<file path="config.mk">
export PLATFORM = sky130hd
export DESIGN_NAME = gpio_ctrl
export DESIGN_NICKNAME = d
export VERILOG_FILES = /design/src/rtl/gpio_ctrl_pkg.sv /design/src/rtl/gpio_sync_edge.sv /design/src/rtl/gpio_ctrl.sv
export SDC_FILE = /design/constraint.sdc
export NUM_CORES = 1
export LEC_CHECK = 0
export ABC_AREA = 1
export BUFFER_PORTS_ARGS = -buffer_cell sky130_fd_sc_hd__buf_2
export CORE_UTILIZATION = 40
export DETAILED_ROUTE_END_ITERATION = 16
export GPL_ROUTABILITY_DRIVEN = 0
export GPL_TIMING_DRIVEN = 1
export PLACE_DENSITY = 0.73
export SLEW_MARGIN = 20
export SYNTH_ARGS = -nofsm -noshare
export SYNTH_HDL_FRONTEND = slang
export SYNTH_SLANG_ARGS = --single-unit
export TNS_END_PERCENT = 20
</file>
<file path="constraint.sdc">
create_clock -name clk_i -period 1.12 [get_ports clk_i]
set_clock_uncertainty 0.15 [all_clocks]
set_input_delay 0.224 -clock clk_i [delete_from_list [all_inputs] [get_ports clk_i]]
set_output_delay 0.224 -clock clk_i [all_outputs]
set_load 0.03 [all_outputs]
</file>
<file path="src/rtl/gpio_ctrl_pkg.sv">
// Shared register offsets and bus helpers for the GPIO controller.
// Offsets are byte addresses; address bits [1:0] are never decoded.
package gpio_ctrl_pkg;

    localparam logic [7:0] ADDR_OUT      = 8'h00;
    localparam logic [7:0] ADDR_IN       = 8'h04;
    localparam logic [7:0] ADDR_DIR      = 8'h08;
    localparam logic [7:0] ADDR_OUT_SET  = 8'h0C;
    localparam logic [7:0] ADDR_OUT_CLR  = 8'h10;
    localparam logic [7:0] ADDR_OUT_TGL  = 8'h14;
    localparam logic [7:0] ADDR_IRQ_EN   = 8'h18;
    localparam logic [7:0] ADDR_IRQ_RISE = 8'h1C;
    localparam logic [7:0] ADDR_IRQ_FALL = 8'h20;
    localparam logic [7:0] ADDR_IRQ_STAT = 8'h24;
    localparam logic [7:0] ADDR_INFO     = 8'h28;

    function automatic logic [31:0] be_to_mask(input logic [3:0] be);
        logic [31:0] m;
        m = '0;
        for (int unsigned i = 0; i < 4; i++) begin
            m[8*i +: 8] = {8{be[i]}};
        end
        return m;
    endfunction

endpackage

</file>
<file path="src/rtl/gpio_sync_edge.sv">
// Input synchroniser chain plus one history flop; flags rising/falling
// transitions between the synchronised value and its previous sample.
module gpio_sync_edge #(
    parameter int unsigned WIDTH       = 16,
    parameter int unsigned SYNC_STAGES = 2
) (
    input  logic             clk_i,
    input  logic             rst_i,
    input  logic [WIDTH-1:0] gpio_raw,
    output logic [WIDTH-1:0] sync,
    output logic [WIDTH-1:0] rise,
    output logic [WIDTH-1:0] fall
);

    logic [SYNC_STAGES-1:0][WIDTH-1:0] stage_q;
    logic [WIDTH-1:0]                  prev_q;

    always_ff @(posedge clk_i or negedge rst_i) begin
        if (!rst_i) begin
            stage_q <= '0;
            prev_q  <= '0;
        end else begin
            stage_q <= {stage_q[SYNC_STAGES-2:0], gpio_raw};
            prev_q  <= stage_q[SYNC_STAGES-1];
        end
    end

    assign sync = stage_q[SYNC_STAGES-1];
    assign rise = sync & ~prev_q;
    assign fall = ~sync & prev_q;

endmodule

</file>
<file path="src/rtl/gpio_ctrl.sv">
// Parametrised GPIO controller: bus register file, atomic output updates,
// synchronised inputs and sticky edge interrupts combined onto irq_o.
module gpio_ctrl
    import gpio_ctrl_pkg::*;
#(
    parameter int unsigned WIDTH       = 16,
    parameter int unsigned SYNC_STAGES = 2
) (
    input  logic             clk_i,
    input  logic             rst_i,
    input  logic             bus_req,
    input  logic             bus_we,
    input  logic [31:0]      bus_addr,
    input  logic [3:0]       bus_be,
    input  logic [31:0]      bus_wdata,
    output logic             bus_ack,
    output logic             bus_resp,
    output logic [31:0]      bus_rdata,
    input  logic [WIDTH-1:0] gpio_bi,
    output logic [WIDTH-1:0] gpio_bo,
    output logic [WIDTH-1:0] gpio_oe,
    output logic             irq_o
);

    localparam logic [5:0] INFO_WIDTH = 6'(WIDTH);

    logic [WIDTH-1:0] out_q, dir_q, en_q, rise_en_q, fall_en_q, stat_q;
    logic [WIDTH-1:0] out_d, dir_d, en_d, rise_en_d, fall_en_d, stat_d;
    logic [WIDTH-1:0] in_sync, pin_rise, pin_fall, ev;
    logic [WIDTH-1:0] m, d;
    logic [31:0]      wmask, wd_full, rd_data, rdata_q;
    logic [7:0]       reg_addr;
    logic             wr, rd, resp_q;
    logic             unused_bits;

    gpio_sync_edge #(
        .WIDTH       (WIDTH),
        .SYNC_STAGES (SYNC_STAGES)
    ) u_sync_edge (
        .clk_i    (clk_i),
        .rst_i    (rst_i),
        .gpio_raw (gpio_bi),
        .sync     (in_sync),
        .rise     (pin_rise),
        .fall     (pin_fall)
    );

    assign reg_addr = {bus_addr[7:2], 2'b00};
    assign wr       = bus_req & bus_we;
    assign rd       = bus_req & ~bus_we;
    assign wmask    = be_to_mask(bus_be);
    assign wd_full  = bus_wdata & wmask;
    assign m        = wmask[WIDTH-1:0];
    assign d        = wd_full[WIDTH-1:0];
    assign ev       = (pin_rise & rise_en_q) | (pin_fall & fall_en_q);

    assign unused_bits = ^{bus_addr[31:8], bus_addr[1:0], wmask, wd_full};

    always_comb begin
        out_d     = out_q;
        dir_d     = dir_q;
        en_d      = en_q;
        rise_en_d = rise_en_q;
        fall_en_d = fall_en_q;
        // OR-ing ev after the W1C mask makes a same-cycle event win over a clear
        stat_d    = stat_q | ev;
        if (wr) begin
            case (reg_addr)
                ADDR_OUT:      out_d     = (out_q & ~m) | d;
                ADDR_DIR:      dir_d     = (dir_q & ~m) | d;
                ADDR_OUT_SET:  out_d     = out_q | d;
                ADDR_OUT_CLR:  out_d     = out_q & ~d;
                ADDR_OUT_TGL:  out_d     = out_q ^ d;
                ADDR_IRQ_EN:   en_d      = (en_q & ~m) | d;
                ADDR_IRQ_RISE: rise_en_d = (rise_en_q & ~m) | d;
                ADDR_IRQ_FALL: fall_en_d = (fall_en_q & ~m) | d;
                ADDR_IRQ_STAT: stat_d    = (stat_q & ~d) | ev;
                default: ;
            endcase
        end
    end

    always_comb begin
        rd_data = '0;
        case (reg_addr)
            ADDR_OUT:      rd_data = 32'(out_q);
            ADDR_IN:       rd_data = 32'(in_sync);
            ADDR_DIR:      rd_data = 32'(dir_q);
            ADDR_IRQ_EN:   rd_data = 32'(en_q);
            ADDR_IRQ_RISE: rd_data = 32'(rise_en_q);
            ADDR_IRQ_FALL: rd_data = 32'(fall_en_q);
            ADDR_IRQ_STAT: rd_data = 32'(stat_q);
            ADDR_INFO:     rd_data = {26'd0, INFO_WIDTH};
            default: ;
        endcase
    end

    always_ff @(posedge clk_i or negedge rst_i) begin
        if (!rst_i) begin
            out_q     <= '0;
            dir_q     <= '0;
            en_q      <= '0;
            rise_en_q <= '0;
            fall_en_q <= '0;
            stat_q    <= '0;
            resp_q    <= 1'b0;
            rdata_q   <= '0;
        end else begin
            out_q     <= out_d;
            dir_q     <= dir_d;
            en_q      <= en_d;
            rise_en_q <= rise_en_d;
            fall_en_q <= fall_en_d;
            stat_q    <= stat_d;
            resp_q    <= rd;
            if (rd) begin
                rdata_q <= rd_data;
            end
        end
    end

    assign bus_ack   = bus_req;
    assign bus_resp  = resp_q;
    assign bus_rdata = rdata_q;
    assign gpio_bo   = out_q;
    assign gpio_oe   = dir_q;
    assign irq_o     = |(stat_q & en_q);

endmodule

</file>
==> flow_summary.toml <==
[outcome]
status = "finished with violations"
violations = "setup timing"

[synthesis]
ys_types = 27
ys.flop_type = "dfrtp_1"
avgSynthCellArea_um2 = 8.35
synth_seq_cells = 161
synth_edf_count = 0
ys.warnings.count = 0
synthArstFlopShare_pct = 100
ys_seq_area_share_pct = 52.3
syn-cell-area_um2 = 7700
syn_inst = 922

[worst_setup_path]
cp_data_arrival_time_ns = 1.57
setup.worst_path.start_class = "flip-flop"
cp-end-kind = "output pin"
critPathKind = "reg -> out"
critical_path_required_ns = 0.75
crit_fanout = 2

[clocking]
cts_max_level = 4
cts_root_buf = "clkbuf_16"
cts_made_buffers = 17
clk_path_buf_depth = 2
cts.sinks = 161
cts_tree = "built"
clk_latency_ns = 0.44
clk_pin_slew_ns = 0.07

[sta]
hold_viol = 0
finalSetupViolations = 89
layout_min_cycle_time_ns = 1.95
rsz0062_at_grt = "yes"
fmax_mhz = 514
worst_slack_ns = -0.827
setup-tns-final_ns = -22.64
finalMaxSlewViolations = 0
post-route-period-util_pct = 174

[die]
rows = 50
die-height_um = 141
fp.dieW_um = 141
die-area_um2 = 19800
io_pins = 155
initial_core_util_pct = 41.0
core_um2 = 18800

[cells_and_area]
layout_common_cells = "228 x nand2_1, 153 x dfrtp_1, 145 x buf_4, 103 x buf_6, 65 x nand3_1"
diodes = 0
final_util_pct = 61.5
area_delta_synth_final_pct = 50.0
finalInstanceArea_um2 = 11500
final_common_cell = "nand2_1"
instances_no_fill = 1452
drive_gt1_share_pct = 34.2
finalNetCount = 1310

[place]
post-place-ws_ns = -0.595
dpl_cell_area_um2 = 9840
placedCellCount = 1365
hpwl_um = 16800
port_buffers = 94

[pwr]
p_per_area_nw_per_um2 = 1400
ir_worst_vdd_v = 0.000983
p_leak_uw = 0.00578

[grt]
grt_pass1_wl_um = 39500
grt_remaining_overflow = 0
grt_max_degree = 52
antenna_found_initial = 0
track_usage_pct = 25.8
grt_pass1_vias = 7467

[drt]
drt_iter0_drc = 653
antenna_left = 0
first_pass_iters = 7
drc_errors = 0
routed_wl_um = 25200
vias_per_cell = 5.46
vias = 7921
routedWlPerCell_um = 17.4

[hold_path]
hold_class = "in -> reg"

[flow_run]
cap_violations = 0
==> cell type report <==
cell class	instances	area (um^2)
Timing Repair Buffer	314	2820
Tap cell	234	293
Inverter	48	214
Multi-Input combinational cell	664	3590
Sequential cell	161	4040
Clock inverter	12	135
Clock buffer	19	453
Fill cell	1480	7220
==> worst paths after layout <==
path	cells after the start	to	startpoint	slack, ns
worst max register to register	8	bus_rdata[2]	gpio_bo[2]	-0.31
worst min-delay path	5	gpio_bo[6]	bus_wdata[6]	0.01
max in group asynchronous	3	async pin	rst_i	0.35
worst max-delay path	4	irq_o	stat_q[5]	-0.83
min in group asynchronous	3	bus_rdata[15]	rst_i	0.22
worst min register to register	0	u_sync_edge.sync[1]	u_sync_edge.stage_q[1]	0.20
==> power by group <==
| part | switching [uW] | internal, uW |
|---|---|---|
| Sequential | 288 | 6220 |
| Combinational | 2030 | 1810 |
| Clock | 2430 | 3390 |
| Total | 4750 | 11400 |
==> Yosys cell counts (all sizes together) (3+ instances only) <==
library cell    n  area (um^2)
nand2         251          947
dfrtp         161         4030
o21ai         109          546
nor2           83          342
nand3          74          385
inv            48          180
nand4          45          282
buf            34          218
clkbuf         30          113
o22ai          18          113
a21oi          16         80.1
ha             16          200
o211ai         15          113
a22oi           6         45.0
nand3b          5         37.5
nor3            4         20.0
a31oi           3         18.8
==> routing by layer <==
metal / up-vias / global-route usage, % / share of wire [%]
met4: 0 / 10.4 / 3.9
met2: 429 / 39.3 / 45
li1: 3679 / - / -
met1: 3726 / 36.0 / 43
met5: - / 0 / 0
met3: 87 / 5.40 / 8.1
==> per-stage QoR <==
stage | total power (uW) | hold WS [ns]
global placement | 9290 | 0.0926
floorplan | 8090 | -0.222
global route | 16800 | 0.0417
CTS | 16000 | 0.00752
finish | 16200 | 0.0136
detailed placement | 9380 | 0.102
==> what timing repair did <==
action                                 in CTS  in global routing
gates cloned                                0                  0
setup endpoints to repair                 118                154
pin swaps                                  23                  9
resized for setup                         169                 73
buffers inserted                           27                 12
endpoints found under the hold margin     177                  0
hold buffers                               17                  0
==> logic make-up (layout without fill, tap and decap cells) <==
kind of cell / count (synthesis) / in the layout / synth area share, %
buffers and inverters: 112 / 393 / 6.63
adders and majority gates: 16 / 16 / 2.60
and+or+nand+nor: 462 / 462 / 26.2
other: 1 / 16 / 0.0487
AOI/OAI and AO/OA: 170 / 170 / 12.2
DFF: 161 / 161 / 52.3
==> worst max-delay path, cell delays in order, from the launching register on <==
cell and delay [ns]:
dfrtp_1 0.40, a22o_1 0.25, nor3_2 0.20, nand3_2 0.13, buf_6 0.17
Power figures use the tool's default switching activity.
